<file path="config.mk">
export PLATFORM = sky130hd
export DESIGN_NAME = if_fetch_stage
export DESIGN_NICKNAME = d
export VERILOG_FILES = /design/src/rtl/if_fetch_stage.sv
export SDC_FILE = /design/constraint.sdc
export NUM_CORES = 1
export LEC_CHECK = 0
export BUFFER_PORTS_ARGS = -buffer_cell sky130_fd_sc_hd__buf_2
export CAP_MARGIN = 20
export CORE_MARGIN = 2
export CORE_UTILIZATION = 36
export DETAILED_ROUTE_END_ITERATION = 7
export SETUP_SLACK_MARGIN = 0.15
export SKIP_LAST_GASP = 1
export SYNTH_ARGS = -nofsm -noshare
export SYNTH_HDL_FRONTEND = slang
export SYNTH_SLANG_ARGS = --single-unit
</file>
<file path="constraint.sdc">
create_clock -name clk -period 2.28 [get_ports clk]
set_input_delay 0.342 -clock clk [delete_from_list [all_inputs] [get_ports clk]]
set_output_delay 0.342 -clock clk [all_outputs]
set_load 0.01 [all_outputs]
</file>
<file path="src/rtl/if_fetch_stage.sv">
// Instruction-fetch stage: owns the PC, fetches one word at a time from imem, hands it to IF/ID.
// Latency: if_valid rises the cycle after imem_ack; best case one instruction every two cycles.
// Backpressure: holds if_instr/if_pc stable while if_ready=0; no new fetch is issued until accepted.
//
// Ports:
//   clk, rst_n              clock, synchronous active-low reset
//   redirect, redirect_pc   one-cycle branch/jump redirect and its target (low two bits ignored)
//   imem_req/addr/ack/rdata single-outstanding fetch handshake to instruction memory
//   if_valid/if_ready       handshake towards IF/ID
//   if_instr/if_pc/if_pc_plus4  registered instruction, its PC, and PC + PC_INC

module if_fetch_stage #(
    parameter int unsigned        DWIDTH   = 32,
    parameter logic [DWIDTH-1:0]  RESET_PC = '0,
    parameter int unsigned        PC_INC   = 4
) (
    input  logic              clk,
    input  logic              rst_n,

    input  logic              redirect,
    input  logic [DWIDTH-1:0] redirect_pc,

    output logic              imem_req,
    output logic [DWIDTH-1:0] imem_addr,
    input  logic              imem_ack,
    input  logic [DWIDTH-1:0] imem_rdata,

    output logic              if_valid,
    input  logic              if_ready,
    output logic [DWIDTH-1:0] if_instr,
    output logic [DWIDTH-1:0] if_pc,
    output logic [DWIDTH-1:0] if_pc_plus4
);

    localparam logic [DWIDTH-1:0] PC_STEP = DWIDTH'(PC_INC);

    typedef enum logic {
        S_REQ  = 1'b0,   // request outstanding to imem
        S_HOLD = 1'b1    // instruction held for IF/ID
    } state_t;

    state_t            state;
    state_t            state_nxt;

    logic [DWIDTH-1:0] pc;
    logic [DWIDTH-1:0] pend_pc;      // redirect target remembered while a fetch is in flight
    logic              kill;         // the in-flight fetch belongs to a flushed path

    logic [DWIDTH-1:0] redirect_tgt;
    logic [DWIDTH-1:0] pc_next_seq;

    // Decoded events for the current cycle
    logic              fetch_accept;  // ack for a live fetch: capture it
    logic              fetch_drop;    // ack for a dead fetch: discard, jump to the new path
    logic              fetch_defer;   // redirect while still waiting: remember target, keep address
    logic              hold_flush;    // redirect while holding: throw away the held instruction
    logic              hold_done;     // IF/ID took the held instruction

    // Targets are always word aligned; force the low bits rather than trusting the source.
    always_comb begin
        redirect_tgt       = redirect_pc;
        redirect_tgt[1:0]  = 2'b00;
    end

    // Wraps naturally at 2^DWIDTH.
    assign pc_next_seq = pc + PC_STEP;

    // ------------------------------------------------------------------
    // Event decode
    // ------------------------------------------------------------------
    always_comb begin
        fetch_accept = 1'b0;
        fetch_drop   = 1'b0;
        fetch_defer  = 1'b0;
        hold_flush   = 1'b0;
        hold_done    = 1'b0;
        case (state)
            S_REQ: begin
                fetch_accept = imem_ack && !redirect && !kill;
                fetch_drop   = imem_ack && (redirect || kill);
                fetch_defer  = !imem_ack && redirect;
            end
            S_HOLD: begin
                // A redirect wins over acceptance: IF/ID ignores the flushed word.
                hold_flush   = redirect;
                hold_done    = !redirect && if_valid && if_ready;
            end
            default: ;
        endcase
    end

    // ------------------------------------------------------------------
    // FSM: state register
    // ------------------------------------------------------------------
    always_ff @(posedge clk) begin
        if (!rst_n) begin
            state <= S_REQ;
        end else begin
            state <= state_nxt;
        end
    end

    // ------------------------------------------------------------------
    // FSM: next state
    // ------------------------------------------------------------------
    always_comb begin
        state_nxt = state;
        case (state)
            S_REQ:   if (fetch_accept)            state_nxt = S_HOLD;
            S_HOLD:  if (hold_flush || hold_done) state_nxt = S_REQ;
            default:                              state_nxt = S_REQ;
        endcase
    end

    // ------------------------------------------------------------------
    // FSM: outputs
    // ------------------------------------------------------------------
    // The address is the architectural pc; pc only moves on an ack or out of
    // HOLD, so it stays stable for the whole life of a request, redirects included.
    always_comb begin
        imem_req  = rst_n && (state == S_REQ);
        imem_addr = pc;
    end

    // ------------------------------------------------------------------
    // PC, flush bookkeeping
    // ------------------------------------------------------------------
    always_ff @(posedge clk) begin
        if (!rst_n) begin
            pc      <= RESET_PC;
            pend_pc <= RESET_PC;
            kill    <= 1'b0;
        end else begin
            if (fetch_defer) begin
                // Latest redirect wins; the in-flight fetch is now dead.
                pend_pc <= redirect_tgt;
                kill    <= 1'b1;
            end

            if (fetch_drop) begin
                // A redirect arriving in the ack cycle is newer than anything pending.
                pc   <= redirect ? redirect_tgt : pend_pc;
                kill <= 1'b0;
            end else if (hold_flush) begin
                pc   <= redirect_tgt;
            end else if (hold_done) begin
                pc   <= pc_next_seq;
            end
        end
    end

    // ------------------------------------------------------------------
    // IF/ID output register
    // ------------------------------------------------------------------
    always_ff @(posedge clk) begin
        if (!rst_n) begin
            if_valid    <= 1'b0;
            if_instr    <= '0;
            if_pc       <= RESET_PC;
            if_pc_plus4 <= RESET_PC + PC_STEP;
        end else begin
            if (fetch_accept) begin
                if_valid    <= 1'b1;
                if_instr    <= imem_rdata;
                if_pc       <= pc;
                if_pc_plus4 <= pc_next_seq;
            end else if (hold_flush || hold_done) begin
                if_valid    <= 1'b0;
            end
        end
    end

endmodule

</file>
# Word level (Yosys, flattened, before mapping)
# Index checks and enable logic that the tools add are counted.
dict set report word_totals {
  word_cells 40
  register_bits 161
  in_bits 69
  output_inout_bits 130
}
dict set report classes {
  reduce_logical 15
  mux 14
  bitwise 2
  addsub 1
}
# op count
set ops {}
lappend ops {{32-bit two-way mux} 4}
lappend ops {{32-bit by 3-bit adder with 32-bit output, second input constant} 1}
lappend ops {{1-bit two-way mux} 9}
lappend ops {{1-bit logical AND} 7}
lappend ops {{1-bit logical NOT} 3}
lappend ops {{3-bit nonzero test} 1}
lappend ops {{1-bit logical OR} 2}
lappend ops {{1-bit NOT} 2}
lappend ops {{1-bit one-hot mux with 2 select lines} 1}
lappend ops {{2-bit nonzero test} 1}
lappend ops {{2-bit OR reduction} 1}

# Logic depth before layout (Yosys ltp)
# Gate-level depths: netlist of the first run.
dict set report logic_depth {
  ltp_word 7
  mapped_depth 8
  mapped_depth_nobuf 6
}

# Worst setup path before layout of the first run
# Ideal clock, no wire load.
dict set report synth_timing {
  path_type {reg2reg}
  from {register pc[10] (netlist: imem_addr[10])}
  to {register if_pc_plus4[27]}
  synth_period_minus_slack_ps 1896
  required_time_ps 2151
  t_arrival_ps 1767
  n_path_buf 2
  stages_incl_launch_ff 8
  setup_slack_ps 384
  setup_time_ps 129
  path_cell_list {dfxtp_1 > buf_2 > nand4_4 > or3_1 > buf_6 > or3_1 > xor2_1 > a21oi_2}
}
dict set report synth_between {
  elab_chain_len 1
}
# item line
set synth_rtl {}
lappend synth_rtl {{from (decl)} 45} ;# logic [DWIDTH-1:0] pc;
lappend synth_rtl {{from (signal assigned)} 142} ;# pc <= redirect ? redirect_tgt : pend_pc;
lappend synth_rtl {{from (signal assigned)} 145} ;# pc <= redirect_tgt;
lappend synth_rtl {{from (signal assigned)} 147} ;# pc <= pc_next_seq;
lappend synth_rtl {{32-bit by 3-bit adder with 32-bit output} 66} ;# assign pc_next_seq = pc + PC_STEP;
lappend synth_rtl {{to (signal assigned)} 160} ;# if_pc_plus4 <= RESET_PC + PC_STEP;
lappend synth_rtl {{to (signal assigned)} 166} ;# if_pc_plus4 <= pc_next_seq;
lappend synth_rtl {{to (decl)} 32} ;# output logic [DWIDTH-1:0] if_pc_plus4
# No other way between the ends.
# A chain may end at the register's enable or synchronous reset.

# Worst setup path after layout of the first run
dict set report layout_timing {
  from {register pc[4] (netlist: imem_addr[4])}
  to {register pc[21] (netlist: imem_addr[21])}
}
dict set report layout_between {
  elab_chain_len 4
}
# item line
set layout_rtl {}
lappend layout_rtl {{32-bit by 3-bit adder with 32-bit output} 66}
lappend layout_rtl {{32-bit two-way mux} 146} ;# end else if (hold_done) begin
lappend layout_rtl {{32-bit two-way mux} 144} ;# end else if (hold_flush) begin
lappend layout_rtl {{32-bit two-way mux} 140} ;# if (fetch_drop) begin
# No other way between the ends. The select of a mux whose other input is x is not followed.

==> results of run 1 <==
metal layers:
metal	GRT usage, %	share of wire (%)	vias up
li1	-	-	3413
met1	29.7	49	3119
met2	30.9	43	225
met3	4.14	5.8	26
met4	8.05	2.1	0
met5	0	0	-
sequential cells by signal, indices dropped and copies added (netlist names):
| name | cells |
|---|---|
| imem_addr | 30 |
| pend_pc | 30 |
| if_valid | 1 |
| if_instr | 32 |
| kill | 1 |
| if_pc | 30 |
| if_pc_plus4 | 30 |
| state | 1 |
per-stage QoR:
| stage | cell area, um2 | util [%] | setup slack [ns] |
|---|---|---|---|
| 2_1_floorplan | 6890 | - | 0.384 |
| 3_3_place_gp | 8190 | 43.8 | 0.284 |
| 3_5_place_dp | 8190 | 43.8 | 0.255 |
| 4_1_cts | 8780 | 46.9 | 0.219 |
| 5_1_grt | 8810 | 47.1 | 0.148 |
| 6_report | 8810 | 47.1 | 0.212 |
area by class of cell:
cell class	instances	area, um2	share of cell area, %
well taps	234	293	3.32
inverters	8	32.5	0.369
clock inverters	11	109	1.24
clock buffers	21	480	5.45
repair buffers	236	1340	15.2
multi-input cells	638	3450	39.2
flip-flops and latches	155	3100	35.2
worst max-delay path, cell delays in order (launching register included):
cell,delay [ns]
dfxtp_1,0.53
and4_1,0.40
and2_1,0.28
nand3_1,0.14
or4_1,0.52
a31oi_1,0.13
cell usage in the layout, fill, tap and decap left out, types with 4 or more instances in the layout:
cell	n
a22o_1	8
a211oi_1	13
mux2i_1	9
nand4_1	7
o221ai_1	6
o2bb2ai_1	4
xor2_1	15
o22ai_1	12
o21ai_0	39
nor4_1	7
nor3_1	13
xnor2_1	11
nor2b_1	11
o211ai_1	4
and2_1	4
clkbuf_8	4
clkinvlp_4	4
a222oi_1	6
a21oi_1	127
and3_1	7
clkbuf_16	17
buf_2	190
a22oi_1	6
nor2_1	40
nand3_1	14
conb_1	6
dfxtp_1	154
nand2_1	218
inv_1	7
buf_4	42
path summary, 6_finish.rpt:
kind,start,end,slack (ns),cells past startpoint
worst min-delay path,imem_rdata[27],if_instr[27],0.14,3
worst max-delay path,imem_addr[4],imem_addr[21],0.21,5
worst min register to register,if_instr[9],if_instr[9],0.45,2
worst max register to register,imem_addr[4],imem_addr[21],0.21,5
cells by family (layout without fill, tap and decap cells):
| kind of cell | count (synthesis) | in the layout |
|---|---|---|
| AOI/OAI and AO/OA | 249 | 249 |
| xor gates and xnor gates | 26 | 26 |
| adders and majority gates | 1 | 1 |
| buffers and inverters | 85 | 276 |
| DFF | 155 | 155 |
| muxes | 12 | 12 |
| other | 1 | 6 |
| and+or+nand+nor | 344 | 344 |
power breakdown:
part           switching (uW)  internal, uW  leakage (uW)
Sequential                110          2850       0.00127
Clock                    1170          1630      0.000279
Combinational             544           356       0.00211
Total                    1830          4830       0.00365
==> summary.txt, run 1 <==
Placement
  • HPWL Detailed: 15,500 um
  • Port bufs: 190
  • GPL Wtd Cong: 0.937
  • Placed cells: 1,270

Layout
  • Final-stage net count: 1,126
  • Area grow syn2layout: 28.2%
  • Ant diodes: 0
  • Layout fillers: 1,931
  • Fin cells: 1,303
  • Share of layout cells above drive strength 1: 26.8%

Run
  • Max cap viols: 0

Route
  • DRC: 0
  • DRT Pass-1 Iters: 5
  • Routed Antenna Nets: 0
  • DR WL/cell: 16.6 um
  • 1st-iter DRT viols: 434
  • Vias: 6,783
  • Vias per inst: 5.21
  • WL final: 21,700 um

Timing
  • RSZ-0062 raised after global routing: true
  • Crit share post-route: 90.7%
  • Worst slew pin tran: 0.731 ns
  • Slew HR: 50.7%
  • Setup TNS: 0 ns
  • # setup viols final: 0
  • Hold WS: 0.144 ns
  • Fin. max-slew vios: 0
  • Hold Violations, Final: 0
  • Min cycle time layout: 2.07 ns
  • Clock skew: 0.00904 ns
  • FMAX: 484 MHz

Critical path
  • Critical path required time: 2.63 ns
  • Critical path type: flip-flop to flip-flop
  • Setup crit end kind: flip-flop
  • Crit Path Max Fanout: 9
  • Worst EP arrival: 2.42 ns
  • CP startpoint kind: flip-flop

Floorplanning
  • CORE AREA: 0.0187 mm2
  • Io pins: 199
  • Total die area: 0.0202 mm2
  • Die X-Extent: 142 um
  • Initial Util: 36.8%
  • FP Rows: 50
  • Die height: 142 um

Synth
  • Largest family of logic cells by synthesized area: simple AND/OR/NAND/NOR gates
  • Post-synth cell types: 62
  • Post-synth top area share: 45.1%
  • Synthesized flop and latch total: 155
  • Synth warn: 0
  • Cell with the most instances after synthesis: nand2_1
  • Most used DFF post-synth: dfxtp_1
  • Synth Area in Compound Gates: 21.9%
  • Top cells by area, synth: dfxtp_1 45%, nand2_1 12%, a21oi_1 9.2%, clkbuf_1 2.9%, o21ai_0 2.8%
  • Simple-gate share of the synthesized area: 22.3%
  • Synthesized cell area: 0.00688 mm2
  • Average instance area after synthesis: 7.88 um2
  • Syn Inst Count: 873
  • XOR/XNOR Fraction of Synth Area: 3.31%
  • Adder and majority gate portion of the synthesized area: 0.182%
  • Ys async rst share: 0%
  • Synth top cells by count: 218 x nand2_1, 155 x dfxtp_1, 127 x a21oi_1
  • Post-synth top area cell: dfxtp_1
  • Post-synth EDFFs: 0
  • Seq/Total Area, Yosys: 45.1%
  • Multiplexer share of the synthesized area: 1.80%

Min path
  • Hold Path Class: primary input to flip-flop

Global routing
  • First-pass GRT wire length: 33,100 um
  • Initial antenna violation count: 0
  • Vias in the first global route: 5,861
  • Overflow after GRT: 0
  • Largest net degree at the start of global routing: 71
  • Total track usage: 20.8%

Pwr
  • Power Dens Cells: 756 mW/mm2
  • Power consumption: 6660 uW
  • Static Leakage: 0.00365 uW
  • Max IR drop VDD: 0.445 mV

Clocking
  • Num CTS Buffers: 17
  • Sink Count: 155
  • CTS tree: built
  • H-tree Lvls: 4
  • CTS resizes: 0
  • Clock slew at reported path FFs: 0.06 ns
  • Clock root cell: clkbuf_16
  • Worst-skew pair later-pin latency: 0.43 ns
  • Hold buffers post-CTS: 0
  • Setup Fix Bufs, Post-CTS: 0
  • Maximum clock path buffer count: 2

Status
  • Status: completed
Note: power is estimated with default switching activity, not from simulation.
==> inputs of run 2 (changes only) <==
REMOVE_ABC_BUFFERS = 1   (was default)
==> summary.txt, run 2 (same netlist as run 1, synthesis figures left out) <==
Route
  • WL final: 21,200 um (-2.2%)
  • 1st-iter DRT viols: 457 (+5.3%)
  • Routed Antenna Nets: 0 (unchanged)
  • Vias: 6,743 (-0.59%)
  • DRT Pass-1 Iters: 6 (+1)
  • DRC: 0 (unchanged)
  • DR WL/cell: 16.1 um (-3.0%)
  • Vias per inst: 5.13 (-1.4%)

Timing
  • # setup viols final: 0 (unchanged)
  • RSZ-0062 raised after global routing: false
  • Fin. max-slew vios: 0 (unchanged)
  • FMAX: 501 MHz (+3.6%)
  • Hold Violations, Final: 0 (unchanged)
  • Clock skew: 0.00773 ns (-0.00131 ns)
  • Min cycle time layout: 2.00 ns (-0.0719 ns)
  • Slew HR: 41.4% (-9.4 points)
  • Worst slew pin tran: 0.871 ns (+0.139 ns)
  • Setup TNS: 0 ns (unchanged)
  • Crit share post-route: 87.5% (-3.2 points)

Critical path
  • Worst EP arrival: 2.35 ns (-0.07 ns)
  • Critical path type: flip-flop to flip-flop
  • CP Cell Sequence: and4_1 > and2_1 > nand3_1 > or4_1 > a31oi_1
  • Crit-path max cell delay: 0.53 ns (about the same)
  • Setup crit end kind: flip-flop
  • CP startpoint kind: flip-flop
  • Crit Path Max Fanout: 9 (unchanged)
  • Slowest CP cell: or4_1
  • Critical path required time: 2.63 ns (about the same)

Floorplanning
  • Initial Util: 36.8% (unchanged)
  • FP Rows: 50 (unchanged)
  • Total die area: 0.0202 mm2 (unchanged)
  • Die X-Extent: 142 um (unchanged)
  • Die height: 142 um (unchanged)
  • CORE AREA: 0.0187 mm2 (unchanged)
  • Io pins: 199 (unchanged)

Placement
  • Placed cells: 1,281 (+0.87%)
  • GPL Wtd Cong: 0.861 (-8.1%)
  • Port bufs: 190 (unchanged)
  • HPWL Detailed: 14,600 um (-5.6%)

Layout
  • Commonest cells after routing, fill and taps aside: 218 x nand2_1, 190 x buf_2, 155 x dfxtp_1, 127 x a21oi_1, 52 x buf_4
  • Share of layout cells above drive strength 1: 27.1% (+0.31 points)
  • Fin cells: 1,314 (+0.84%)
  • Area grow syn2layout: 29.8%
  • Reg with most FFs: if_instr
  • Final-stage net count: 1,136 (+0.89%)
  • Commonest non-fill, non-tap cell in the layout: nand2_1
  • Layout fillers: 1,899 (-1.7%)
  • Largest register FFs: 32 (unchanged)

Clocking
  • Num CTS Buffers: 17 (unchanged)
  • Hold buffers post-CTS: 0 (unchanged)
  • Worst-skew pair later-pin latency: 0.42 ns (about the same)
  • Setup Fix Bufs, Post-CTS: 0 (unchanged)
  • Clock root cell: clkbuf_16
  • Sink Count: 155 (unchanged)
  • H-tree Lvls: 4 (unchanged)
  • CTS resizes: 0 (unchanged)
  • CTS tree: built
  • Maximum clock path buffer count: 2 (unchanged)
  • Clock slew at reported path FFs: 0.06 ns (about the same)

Global routing
  • Largest net degree at the start of global routing: 83 (+17%)
  • Initial antenna violation count: 1 (+1)
  • Total track usage: 21.0% (+0.20 points)
  • First-pass GRT wire length: 33,500 um (+1.1%)
  • Overflow after GRT: 0 (unchanged)
  • Vias in the first global route: 6,132 (+4.6%)

Min path
  • Hold Path Class: primary input to flip-flop

Pwr
  • Static Leakage: 0.00373 uW (+2.1%)
  • Max IR drop VDD: 0.561 mV (+26%)
  • Power consumption: 6890 uW (+3.4%)
  • Power Dens Cells: 772 mW/mm2 (+2.1%)

Run
  • Max cap viols: 0 (unchanged)

Status
  • Status: completed
run 2: cell count changes in the layout (fill, tap and decap cells not counted), sizes merged:
cell	previous run	this run
clkinv	3	7
inv	11	9
buf	236	246
bufinv	1	4
clkinvlp	4	2
clkbuf	21	18
diode	0	1
run 2: critical path: cells and delay by family (launching register included):
kind / cells / cell delay [ns]
AO/OA/AOI/OAI: 1 / 0.13
AND/OR/NAND/NOR: 4 / 1.27
flip-flops: 1 / 0.52
run 2: path summary, 6_finish.rpt:
check | slack, ns | end | startpoint | cells after the start
worst min-delay path | 0.15 | if_instr[30] | imem_rdata[30] | 3
worst max-delay path | 0.28 | imem_addr[21] | imem_addr[4] | 5
worst min register to register | 0.45 | if_pc[19] | if_pc[19] | 2
worst max register to register | 0.28 | imem_addr[21] | imem_addr[4] | 5
run 2: layer usage:
layer | vias to the layer above | track usage [%] | part of all wire, %
met5 | - | 0 | 0
met4 | 0 | 6.26 | 1.4
met3 | 20 | 4.31 | 6.8
met2 | 235 | 33.5 | 45
met1 | 3060 | 28.8 | 46
li1 | 3428 | - | -
run 2: cell type report:
type                            count  area, um2  share of cell area [%]
Clock inverter                     14        194                    2.17
Inverter                            8       32.5                   0.365
Multi-Input combinational cell    638       3440                    38.5
Sequential cell                   155       3100                    34.8
Clock buffer                       18        439                    4.92
Antenna cell                        1       2.50                  0.0281
Timing Repair Buffer              246       1420                    15.9
Tap cell                          234        293                    3.28
run 2: through the flow:
step,utilization [%],hold WS [ns],area (um2),worst slack (ns)
2_1_floorplan,-,0.404,6560,-2.02
3_3_place_gp,44.3,0.437,8290,0.245
3_5_place_dp,44.3,0.442,8290,0.220
4_1_cts,47.7,0.139,8920,0.284
5_1_grt,47.7,0.143,8920,0.180
6_report,47.7,0.150,8920,0.284
run 2: where the power goes:
group / internal (uW) / switching [uW] / total (uW)
clock network: 1870 / 1180 / 3040
logic: 363 / 539 / 901
registers: 2850 / 94.9 / 2940
==> inputs of run 3 (changes only) <==
GPL_ROUTABILITY_DRIVEN = 0   (was default)
RECOVER_POWER = 25   (was default)
SKIP_CTS_REPAIR_TIMING = 1   (was default)
==> summary.txt, run 3 (same netlist as run 1, synthesis figures left out) <==
Status
  • Status: completed

Timing
  • Hold Violations, Final: 0 (unchanged)
  • Min cycle time layout: 2.00 ns (+0.00428 ns)
  • Crit share post-route: 87.7% (+0.19 points)
  • FMAX: 500 MHz (-0.21%)
  • Slew HR: 41.5% (+0.16 points)
  • Clock skew: 0.00837 ns (+0.000639 ns)
  • Worst slew pin tran: 0.868 ns (-0.00241 ns)
  • RSZ-0062 raised after global routing: false
  • Fin. max-slew vios: 0 (unchanged)
  • # setup viols final: 0 (unchanged)
  • Hold WS: 0.150 ns (+0.000252 ns)

Pwr
  • Static Leakage: 0.00344 uW (-7.7%)
  • Power consumption: 6870 uW (-0.18%)
  • Power Dens Cells: 778 mW/mm2 (+0.78%)
  • Max IR drop VDD: 0.562 mV (+0.17%)

Floorplanning
  • FP Rows: 50 (unchanged)
  • Io pins: 199 (unchanged)
  • Total die area: 0.0202 mm2 (unchanged)
  • CORE AREA: 0.0187 mm2 (unchanged)
  • Die X-Extent: 142 um (unchanged)
  • Die height: 142 um (unchanged)
  • Initial Util: 36.8% (unchanged)

Critical path
  • Kind of cell adding the most delay to the critical path: simple AND/OR/NAND/NOR gates
  • Worst EP arrival: 2.35 ns (about the same)
  • Setup crit end kind: flip-flop
  • Crit. path cell count: 5 (unchanged)
  • FF-to-FF path depth: 5 (unchanged)
  • Critical path type: flip-flop to flip-flop
  • Critical path required time: 2.63 ns (about the same)
  • Crit-path max cell delay: 0.53 ns (about the same)
  • WP buf/inv: 0 (unchanged)
  • CP startpoint kind: flip-flop
  • Slowest CP cell: or4_1
  • Crit Path Max Fanout: 9 (unchanged)
  • CP Cell Sequence: and4_1 > and2_1 > nand3_1 > or4_1 > a31oi_1

Global routing
  • Initial antenna violation count: 1 (unchanged)
  • Largest net degree at the start of global routing: 83 (unchanged)
  • Total track usage: 21.0% (unchanged)
  • Vias in the first global route: 6,132 (unchanged)
  • Overflow after GRT: 0 (unchanged)
  • First-pass GRT wire length: 33,500 um (unchanged)

Clocking
  • Num CTS Buffers: 17 (unchanged)
  • H-tree Lvls: 4 (unchanged)
  • Clock root cell: clkbuf_16
  • Sink Count: 155 (unchanged)
  • Clock slew at reported path FFs: 0.06 ns (about the same)
  • Maximum clock path buffer count: 2 (unchanged)
  • CTS tree: built
  • Worst-skew pair later-pin latency: 0.42 ns (about the same)

Route
  • Vias: 6,721 (-0.33%)
  • DRC: 0 (unchanged)
  • Vias per inst: 5.11 (-0.33%)
  • DRT Pass-1 Iters: 5 (-1)
  • 1st-iter DRT viols: 436 (-4.6%)
  • Routed Antenna Nets: 0 (unchanged)
  • DR WL/cell: 16.1 um (about the same)
  • WL final: 21,200 um (about the same)

Layout
  • Seq. cell area: 0.00310 mm2 (unchanged)
  • Footprint of the multi-input gates: 0.00344 mm2 (unchanged)
  • Commonest non-fill, non-tap cell in the layout: nand2_1
  • Share of layout cells above drive strength 1: 20.8% (-6.3 points)
  • Area grow syn2layout: 28.5%
  • Final-stage net count: 1,136 (unchanged)
  • Commonest cells after routing, fill and taps aside: 218 x nand2_1, 155 x dfxtp_1, 127 x a21oi_1, 122 x buf_2, 68 x clkbuf_1
  • Reg with most FFs: if_instr
  • Largest register FFs: 32 (unchanged)
  • Layout fillers: 1,922 (+1.2%)
  • Final Cell Area: 0.00884 mm2 (-0.95%)

Placement
  • DP Area: 0.00829 mm2 (unchanged)
  • HPWL Detailed: 14,600 um (unchanged)
  • Port bufs: 190 (unchanged)

Run
  • Max cap viols: 0 (unchanged)

Min path
  • Hold Path Class: primary input to flip-flop
  • Hold depth: 3 (unchanged)
run 3: cell types whose count changed in the layout (fill, tap and decap cells not counted):
| cell | change |
|---|---|
| buf_2 | -68 |
| clkbuf_1 | +68 |
run 3: worst paths after layout:
kind                  start  slack (ns)            end
max            imem_addr[4]        0.28  imem_addr[21]
min          imem_rdata[30]        0.15   if_instr[30]
max reg2reg    imem_addr[4]        0.28  imem_addr[21]
min reg2reg     pend_pc[24]        0.45    pend_pc[24]
run 3: area by class of cell:
class | instances | area share (%)
timing repair buffer | 246 | 15.1
sequential | 155 | 35.1
clock buffer | 18 | 4.97
tap | 234 | 3.31
antenna | 1 | 0.0283
multi-input combinational | 638 | 38.9
inverter | 8 | 0.368
clock inverter | 14 | 2.19
run 3: report_power, final:
part           internal [uW]  leakage (uW)  switching (uW)
clock network           1870      0.000306            1180
logic                    349       0.00187             538
registers               2850       0.00126            96.5
run 3: stage by stage:
step	cells	setup TNS [ns]	worst slack (ns)	utilization [%]
floorplan	801	-180.64	-2.02	-
global placement	1281	0	0.245	44.3
detailed placement	1281	0	0.220	44.3
CTS	1313	0	0.284	47.7
global route	1314	0	0.180	47.2
finish	1314	0	0.280	47.2
run 3: worst register-to-register path: stages, from the launching register on:
cell and delay [ns]:
dfxtp_1 0.52, and4_1 0.38, and2_1 0.23, nand3_1 0.14, or4_1 0.53, a31oi_1 0.13
run 3: routing by layer:
| layer | routed length [um] | GRT usage [%] |
|---|---|---|
| met3 | 1300 | 4.31 |
| met4 | 282 | 6.26 |
| met1 | 10000 | 28.8 |
| met2 | 9630 | 33.5 |
| met5 | 0 | 0 |
